$ cat src/rtl/dds_pkg.sv
// Shared encodings for the DDS sweep controller.
//   mode_e  : sweep mode as presented on cfg_mode (11 behaves as fixed)
//   state_e : controller FSM states
//   ACC_LAT_DEF : default accumulator pipeline latency in cycles
package dds_pkg;

  localparam int unsigned ACC_LAT_DEF = 4;

  typedef enum logic [1:0] {
    MODE_FIXED  = 2'b00,
    MODE_SINGLE = 2'b01,
    MODE_TRI    = 2'b10,
    MODE_RSVD   = 2'b11
  } mode_e;

  typedef enum logic [2:0] {
    ST_IDLE,
    ST_LOAD,
    ST_UP,
    ST_DOWN,
    ST_HOLD
  } state_e;

endpackage

$ cat src/rtl/dds_sweep_ctrl_if.sv
// Configuration handshake and accumulator-drive bundle of the sweep controller.
//   cfg_valid/cfg_ready       : configuration offer / accept (accept = both high)
//   cfg_start/stop/step       : sweep words (unsigned, WIDTH bits)
//   cfg_dwell                 : extra cycles held per step
//   cfg_mode, cfg_phase_clr, cfg_neg : mode, phase clear on start, subtract mode
//   ftw, acc_clr, acc_add_sub : accumulator tuning word, clear, add/sub select
//   phase_valid               : accumulator output valid
// master = configuration source / accumulator side, slave = controller.
interface dds_sweep_ctrl_if
  import dds_pkg::*;
#(
  parameter int unsigned WIDTH   = 32,
  parameter int unsigned DWELL_W = 16
);
  logic               cfg_valid;
  logic               cfg_ready;
  logic [WIDTH-1:0]   cfg_start;
  logic [WIDTH-1:0]   cfg_stop;
  logic [WIDTH-1:0]   cfg_step;
  logic [DWELL_W-1:0] cfg_dwell;
  mode_e              cfg_mode;
  logic               cfg_phase_clr;
  logic               cfg_neg;
  logic [WIDTH-1:0]   ftw;
  logic               acc_clr;
  logic               acc_add_sub;
  logic               phase_valid;

  modport master (
    output cfg_valid, cfg_start, cfg_stop, cfg_step, cfg_dwell, cfg_mode,
           cfg_phase_clr, cfg_neg,
    input  cfg_ready, ftw, acc_clr, acc_add_sub, phase_valid
  );

  modport slave (
    input  cfg_valid, cfg_start, cfg_stop, cfg_step, cfg_dwell, cfg_mode,
           cfg_phase_clr, cfg_neg,
    output cfg_ready, ftw, acc_clr, acc_add_sub, phase_valid
  );
endinterface

$ cat src/rtl/dds_step_clamp.sv
// Clamped single step of the tuning word.
//   cur   : current word          step : step size
//   limit : stop (dir=0) or start (dir=1) word
//   dir   : 0 = add toward limit, 1 = subtract toward limit
//   next  : stepped word, never past limit and never wrapped
//   hit   : next sits at the limit (or cur was already at/past it)
module dds_step_clamp #(
  parameter int unsigned WIDTH = 32
) (
  input  logic [WIDTH-1:0] cur,
  input  logic [WIDTH-1:0] step,
  input  logic [WIDTH-1:0] limit,
  input  logic             dir,
  output logic [WIDTH-1:0] next,
  output logic             hit
);
  // One extra bit so carry-out / borrow clamp instead of wrapping.
  logic [WIDTH:0] w_sum;
  logic [WIDTH:0] w_diff;

  assign w_sum  = {1'b0, cur} + {1'b0, step};
  assign w_diff = {1'b0, cur} - {1'b0, step};

  always_comb begin
    next = cur;
    hit  = 1'b0;
    if (!dir) begin
      // Already at/past the limit: hold the word (covers stop <= start).
      if (cur >= limit) begin
        hit = 1'b1;
      end else if (w_sum >= {1'b0, limit}) begin
        next = limit;
        hit  = 1'b1;
      end else begin
        next = w_sum[WIDTH-1:0];
      end
    end else begin
      if (cur <= limit) begin
        hit = 1'b1;
      end else if (w_diff[WIDTH] || (w_diff[WIDTH-1:0] <= limit)) begin
        next = limit;
        hit  = 1'b1;
      end else begin
        next = w_diff[WIDTH-1:0];
      end
    end
  end
endmodule

$ cat src/rtl/dds_sweep_ctrl.sv
// DDS frequency-sweep controller: captures a sweep configuration and drives
// the phase accumulator's tuning word through fixed, single or triangle sweeps.
//   clock, reset : rising-edge clock, asynchronous active-high reset
//   run          : level enable; low returns to IDLE (configuration kept)
//   busy         : FSM not in IDLE
//   sweep_done   : one-cycle pulse when a single sweep reaches stop
//   bus          : configuration handshake and accumulator drive (slave side)
module dds_sweep_ctrl
  import dds_pkg::*;
#(
  parameter int unsigned WIDTH   = 32,
  parameter int unsigned DWELL_W = 16,
  parameter int unsigned ACC_LAT = ACC_LAT_DEF
) (
  input  logic            clock,
  input  logic            reset,
  input  logic            run,
  output logic            busy,
  output logic            sweep_done,
  dds_sweep_ctrl_if.slave bus
);
  state_e             r_state, w_next;
  logic [WIDTH-1:0]   r_ftw, w_ftw_nxt;
  logic [DWELL_W-1:0] r_cnt, w_cnt_nxt;
  logic               r_done, w_done_nxt;
  logic [ACC_LAT-1:0] r_pv_sr;
  logic               r_addsub;

  logic               r_have_cfg;
  logic [WIDTH-1:0]   r_start, r_stop, r_step;
  logic [DWELL_W-1:0] r_dwell;
  mode_e              r_mode;
  logic               r_phase_clr, r_neg;

  logic               w_accept, w_expire, w_dir, w_hit;
  logic [WIDTH-1:0]   w_limit, w_step_next;

  assign w_accept = bus.cfg_valid && (r_state == ST_IDLE);
  assign w_expire = (r_cnt == r_dwell);
  assign w_dir    = (r_state == ST_DOWN);
  assign w_limit  = w_dir ? r_start : r_stop;

  dds_step_clamp #(.WIDTH(WIDTH)) u_clamp (
    .cur  (r_ftw),
    .step (r_step),
    .limit(w_limit),
    .dir  (w_dir),
    .next (w_step_next),
    .hit  (w_hit)
  );

  always_comb begin
    w_next     = r_state;
    w_ftw_nxt  = r_ftw;
    w_cnt_nxt  = r_cnt;
    w_done_nxt = 1'b0;
    case (r_state)
      ST_IDLE: begin
        // A configuration accepted on this edge can launch LOAD immediately.
        if (run && (r_have_cfg || w_accept)) w_next = ST_LOAD;
      end
      ST_LOAD: begin
        w_ftw_nxt = r_start;
        w_cnt_nxt = '0;
        w_next    = (r_mode == MODE_SINGLE || r_mode == MODE_TRI) ? ST_UP : ST_HOLD;
      end
      ST_UP, ST_DOWN: begin
        if (w_expire) begin
          w_ftw_nxt = w_step_next;
          w_cnt_nxt = '0;
          if (w_hit) begin
            if (r_state == ST_DOWN) begin
              w_next = ST_UP;
            end else if (r_mode == MODE_TRI) begin
              w_next = ST_DOWN;
            end else begin
              w_next     = ST_HOLD;
              w_done_nxt = 1'b1;
            end
          end
        end else begin
          w_cnt_nxt = r_cnt + DWELL_W'(1);
        end
      end
      default: ;
    endcase
    if (!run && r_state != ST_IDLE) begin
      w_next     = ST_IDLE;
      w_ftw_nxt  = '0;
      w_done_nxt = 1'b0;
    end
  end

  always_ff @(posedge clock or posedge reset) begin
    if (reset) begin
      r_state     <= ST_IDLE;
      r_ftw       <= '0;
      r_cnt       <= '0;
      r_done      <= 1'b0;
      r_pv_sr     <= '0;
      r_addsub    <= 1'b0;
      r_have_cfg  <= 1'b0;
      r_start     <= '0;
      r_stop      <= '0;
      r_step      <= '0;
      r_dwell     <= '0;
      r_mode      <= MODE_FIXED;
      r_phase_clr <= 1'b0;
      r_neg       <= 1'b0;
    end else begin
      r_state <= w_next;
      r_ftw   <= w_ftw_nxt;
      r_cnt   <= w_cnt_nxt;
      r_done  <= w_done_nxt;
      // Active indication shifted ACC_LAT deep; flushed on the way to IDLE.
      if (w_next == ST_IDLE) r_pv_sr <= '0;
      else r_pv_sr <= (r_pv_sr << 1) | ACC_LAT'(r_state != ST_IDLE);
      if (r_state == ST_LOAD) r_addsub <= r_neg;
      if (w_accept) begin
        r_have_cfg  <= 1'b1;
        r_start     <= bus.cfg_start;
        r_stop      <= bus.cfg_stop;
        r_step      <= bus.cfg_step;
        r_dwell     <= bus.cfg_dwell;
        r_mode      <= bus.cfg_mode;
        r_phase_clr <= bus.cfg_phase_clr;
        r_neg       <= bus.cfg_neg;
      end
    end
  end

  assign bus.cfg_ready   = (r_state == ST_IDLE);
  assign bus.ftw         = r_ftw;
  assign bus.acc_clr     = (r_state == ST_LOAD) && r_phase_clr;
  assign bus.acc_add_sub = (r_state == ST_LOAD) ? r_neg : r_addsub;
  assign bus.phase_valid = r_pv_sr[ACC_LAT-1];
  assign busy            = (r_state != ST_IDLE);
  assign sweep_done      = r_done;
endmodule

$ cat src/flat_wrapper.sv
// flat-port wrapper written by rule: the top's interface ports become plain ports
module dds_sweep_ctrl_flat import dds_pkg::*;
#(
  parameter int unsigned WIDTH   = 32,
  parameter int unsigned DWELL_W = 16,
  parameter int unsigned ACC_LAT = ACC_LAT_DEF
)
  (clock, reset, run, busy, sweep_done, bus_cfg_valid, bus_cfg_start, bus_cfg_stop, bus_cfg_step, bus_cfg_dwell, bus_cfg_mode, bus_cfg_phase_clr, bus_cfg_neg, bus_cfg_ready, bus_ftw, bus_acc_clr, bus_acc_add_sub, bus_phase_valid);
  dds_sweep_ctrl_if #(.WIDTH(WIDTH), .DWELL_W(DWELL_W)) bus_i ();
  input  logic clock;
  input  logic reset;
  input  logic run;
  output logic busy;
  output logic sweep_done;
  input wire logic [$bits(bus_i.cfg_valid)-1:0] bus_cfg_valid;
  input wire logic [$bits(bus_i.cfg_start)-1:0] bus_cfg_start;
  input wire logic [$bits(bus_i.cfg_stop)-1:0] bus_cfg_stop;
  input wire logic [$bits(bus_i.cfg_step)-1:0] bus_cfg_step;
  input wire logic [$bits(bus_i.cfg_dwell)-1:0] bus_cfg_dwell;
  input wire logic [$bits(bus_i.cfg_mode)-1:0] bus_cfg_mode;
  input wire logic [$bits(bus_i.cfg_phase_clr)-1:0] bus_cfg_phase_clr;
  input wire logic [$bits(bus_i.cfg_neg)-1:0] bus_cfg_neg;
  output wire logic [$bits(bus_i.cfg_ready)-1:0] bus_cfg_ready;
  output wire logic [$bits(bus_i.ftw)-1:0] bus_ftw;
  output wire logic [$bits(bus_i.acc_clr)-1:0] bus_acc_clr;
  output wire logic [$bits(bus_i.acc_add_sub)-1:0] bus_acc_add_sub;
  output wire logic [$bits(bus_i.phase_valid)-1:0] bus_phase_valid;
  assign bus_i.cfg_valid = bus_cfg_valid;
  assign bus_i.cfg_start = bus_cfg_start;
  assign bus_i.cfg_stop = bus_cfg_stop;
  assign bus_i.cfg_step = bus_cfg_step;
  assign bus_i.cfg_dwell = bus_cfg_dwell;
  assign bus_i.cfg_mode = bus_cfg_mode;
  assign bus_i.cfg_phase_clr = bus_cfg_phase_clr;
  assign bus_i.cfg_neg = bus_cfg_neg;
  assign bus_cfg_ready = bus_i.cfg_ready;
  assign bus_ftw = bus_i.ftw;
  assign bus_acc_clr = bus_i.acc_clr;
  assign bus_acc_add_sub = bus_i.acc_add_sub;
  assign bus_phase_valid = bus_i.phase_valid;
  dds_sweep_ctrl #(.WIDTH(WIDTH), .DWELL_W(DWELL_W), .ACC_LAT(ACC_LAT)) u_core (.clock(clock), .reset(reset), .run(run), .busy(busy), .sweep_done(sweep_done), .bus(bus_i));
endmodule
$ cat config.mk
export PLATFORM = sky130hd
export DESIGN_NAME = dds_sweep_ctrl_flat
export DESIGN_NICKNAME = d
export VERILOG_FILES = /design/src/rtl/dds_pkg.sv /design/src/rtl/dds_sweep_ctrl_if.sv /design/src/rtl/dds_step_clamp.sv /design/src/rtl/dds_sweep_ctrl.sv /design/src/flat_wrapper.sv
export SDC_FILE = /design/constraint.sdc
export NUM_CORES = 1
export LEC_CHECK = 0
export ABC_AREA = 1
export CORE_ASPECT_RATIO = 1.1
export CORE_MARGIN = 2
export CORE_UTILIZATION = 55
export CTS_CLUSTER_SIZE = 12
export DETAILED_ROUTE_END_ITERATION = 10
export HOLD_SLACK_MARGIN = 0.1
export PLACE_DENSITY_LB_ADDON = 0.1
export SETUP_SLACK_MARGIN = 0.3
export SKIP_CTS_REPAIR_TIMING = 1
export SYNTH_ARGS = -nofsm -noshare
export SYNTH_HDL_FRONTEND = slang
export SYNTH_SLANG_ARGS = --single-unit
$ cat constraint.sdc
create_clock -name clock -period 6.99 [get_ports clock]
set_clock_uncertainty 0.2 [all_clocks]
set_input_delay 1.0485 -clock clock [delete_from_list [all_inputs] [get_ports clock]]
set_output_delay 1.0485 -clock clock [all_outputs]
set_load 0.005 [all_outputs]
==> flow_summary.json <==
{
  "status": "complete, no violations",
  "syn_nets": 2271,
  "m1WireLength_um": 19590,
  "synth_warnings": 0,
  "wl_met3_um": 3668,
  "antenna_cells": 0,
  "cp_max_fo": 56,
  "die_area_um2": 27600,
  "first_pass_iters": 7,
  "initial_utilization": 0.5562,
  "cap_violations": 0,
  "yosysUniqueCellTypes": 56,
  "critPathRequiredTime_ns": 7.12,
  "drive_above_1_share": 0.05413,
  "finalHoldViolations": 0,
  "async_reset_ff_frac": 1.000,
  "fp.dieW_um": 158.6,
  "overflow": 0,
  "slew_headroom": 0.1769,
  "hold_path.class": "reg2reg",
  "wl_per_cell_um": 19.10,
  "grt_max_degree": 88,
  "critPathCaptureType": "register",
  "dp.cells": 2427,
  "synth_area_per_cell_um2": 7.275,
  "rsz0062_at_grt": "false",
  "die_h_um": 174.0,
  "design_area_um2": 16780,
  "ff2ff_setup_slack_ns": 0.98,
  "vias": 14270,
  "synth_seq_cells": 174,
  "synthFlopType": "dfrtp_1",
  "setup_viol": 0,
  "hp-start": "u_core.r_pv_sr[2]$_DFF_PP0_",
  "post-route-drc-count": 0,
  "synth_edf_count": 0,
  "critPathLaunchType": "register",
  "yosys.area.top_type": "dfrtp_1",
  "avgViaCountPerCell": 5.805,
  "synth.top_cell.area_share": 0.3012,
  "finalCritPeriodShare": 0.8592,
  "clkTransAtPathRegs_ns": 0.08,
  "num_rows": 62,
  "areaGrowthSynthToFinish_pct": 16.07,
  "cts_buffers": 17,
  "io_buffers": 157,
  "critPathSlowestCell": "inv_2",
  "clk_latency_ns": 0.45,
  "worstMarginPinSlew_ns": 1.233,
  "critical_path.max_stage_delay_ns": 0.72,
  "dr_wl_met2_um": 21930,
  "cts-root-buf": "clkbuf_16",
  "critPathKind": "reg2reg",
  "ant_nets": 0,
  "antenna_found_initial": 0,
  "place_area_um2": 16180,
  "syn_inst": 1987,
  "fin_nets": 2378,
  "highest_layer": "met4",
  "grt_pass1_wl_um": 73310,
  "grt_pass1_vias": 13800,
  "synth_area_um2": 14460,
  "track_usage": 0.3456,
  "drt-total-wl_um": 46940,
  "clk_path_buf_depth": 2,
  "worstReg2RegStart": "u_core.bus.ftw[1]$_DFFE_PP0P_",
  "fin_tns_setup_ns": 0,
  "fillCellCount": 2343,
  "crit_top_cell": "nand2_1",
  "crit_start": "u_core.bus.ftw[1]$_DFFE_PP0P_",
  "cts.htree.levels": 4,
  "final_max_slew_viol_count": 0,
  "crit_chain": "inv_1 -> fa_1 -> o21ai_1 -> nand2_1 -> nand2_2 -> a21oi_1 -> o21ai_0 -> nand3_1 -> nand2_1 -> xor2_1 -> ha_1 -> nand2_1 -> nor3_1 -> nand2_1 -> nor2_1 -> nand2_1 -> nand4_1 -> nand3_4 -> inv_2 -> o21ai_0 -> a21oi_1 -> o21ai_1 -> nand2_1 -> nand2_1",
  "timing.hold.ws_ns": 0.2481,
  "cts_tree": "done",
  "cp.arrival_ns": 6.14,
  "clock-sinks": 174,
  "fin_cells": 2458,
  "timing.fmax_mhz": 166.5,
  "ios": 158,
  "gp_congestion": 0.9664,
  "hpwl_um": 36600,
  "netlist_top_cells_area": "dfrtp_1 (30%), ha_1 (14%), nand2_1 (9.8%), a21oi_1 (9.0%), inv_1 (5.8%)",
  "ys_seq_area_frac": 0.3012,
  "core_um2": 25990,
  "first_iter_violations": 1355,
  "fin_crit_ns": 6.006
}
## Yosys cell counts (26+ instances only)
library cell / count
ha_1: 162
o21ai_1: 39
nand2_1: 376
dfrtp_1: 174
a21oi_1: 261
nand4_1: 26
nand3_1: 42
nor2_1: 222
mux2_2: 37
xor2_1: 56
clkbuf_1: 40
inv_1: 224
o21ai_0: 132
## stage by stage
step                utilization  setup WS (ns)
floorplan                     -          1.025
global placement         0.6226          1.211
detailed placement       0.6226          1.188
CTS                      0.6456          1.150
global route             0.6456         0.5331
finish                   0.6456         0.9840
## worst max-delay path: cells and delay by family, from the launching register on
| kind | cells | cell delay [ns] |
|---|---|---|
| XOR/XNOR | 1 | 0.30 |
| buffers and inverters | 2 | 0.92 |
| flip-flops | 1 | 0.53 |
| AND/OR/NAND/NOR | 13 | 1.79 |
| adder cells (fa/ha/maj) | 2 | 0.69 |
| AO/OA/AOI/OAI | 6 | 1.41 |
## flip-flops by register name (all words and copies together), names as in the netlist, 3 cells and up
register,cells
u_core.r_start,32
u_core.r_pv_sr,4
u_core.r_state,3
u_core.bus.ftw,32
u_core.r_step,32
u_core.r_stop,32
u_core.r_cnt,16
u_core.r_dwell,16
## final timing paths
kind / to / depth (start not counted)
hold reg to reg: u_core.r_pv_sr[3]$_DFF_PP0_ / 2
max in group asynchronous: u_core.bus.ftw[20]$_DFFE_PP0P_ / 3
setup / recovery: u_core.bus.ftw[14]$_DFFE_PP0P_ / 24
setup reg to reg: u_core.bus.ftw[14]$_DFFE_PP0P_ / 24
min in group asynchronous: u_core.r_cnt[3]$_DFFE_PP0P_ / 2
hold / removal: u_core.r_pv_sr[3]$_DFF_PP0_ / 2
## layout make-up
type	instances	area, um^2	area share
clock buffer	17	425.4	0.02535
inverter	234	883.3	0.05265
clock inverter	14	173.9	0.01037
timing repair buffer	166	1639	0.09769
sequential	174	4354	0.2595
tap	352	440.4	0.02625
multi-input combinational	1501	8862	0.5282
## routing by layer
layer | global-route usage | vias to the layer above
met5 | 0 | -
met4 | 0.1310 | 0
met3 | 0.05959 | 108
met2 | 0.5606 | 624
met1 | 0.4599 | 6744
li1 | - | 6792
## layout by cell type, fill, tap and decap left out, types with 8 or more instances in the layout
| cell type | count |
|---|---|
| ha_1 | 162 |
| clkbuf_16 | 17 |
| a21oi_1 | 261 |
| clkdlybuf4s50_1 | 157 |
| nor2_1 | 221 |
| xor2_1 | 56 |
| nor3_1 | 20 |
| xnor2_1 | 13 |
| mux2_2 | 37 |
| nand3_1 | 42 |
| nand2_1 | 375 |
| buf_4 | 9 |
| a21o_1 | 11 |
| nor4_1 | 12 |
| nand4_1 | 26 |
| dfrtp_1 | 174 |
| o211ai_1 | 20 |
| o21a_1 | 10 |
| inv_1 | 223 |
| o21ai_0 | 132 |
| inv_2 | 8 |
| o21ai_1 | 39 |
## cells by family after synthesis
kind of cell,Yosys count,synth area share
compound gates,509,0.1922
xor+xnor,69,0.04181
fa+ha+maj,164,0.1430
buf+inv,312,0.08682
flops,174,0.3012
mux,39,0.03021
simple gates,720,0.2048
Power is not shown: default switching activity piles up to over one toggle a cycle in this logic, so the estimate is an artifact.
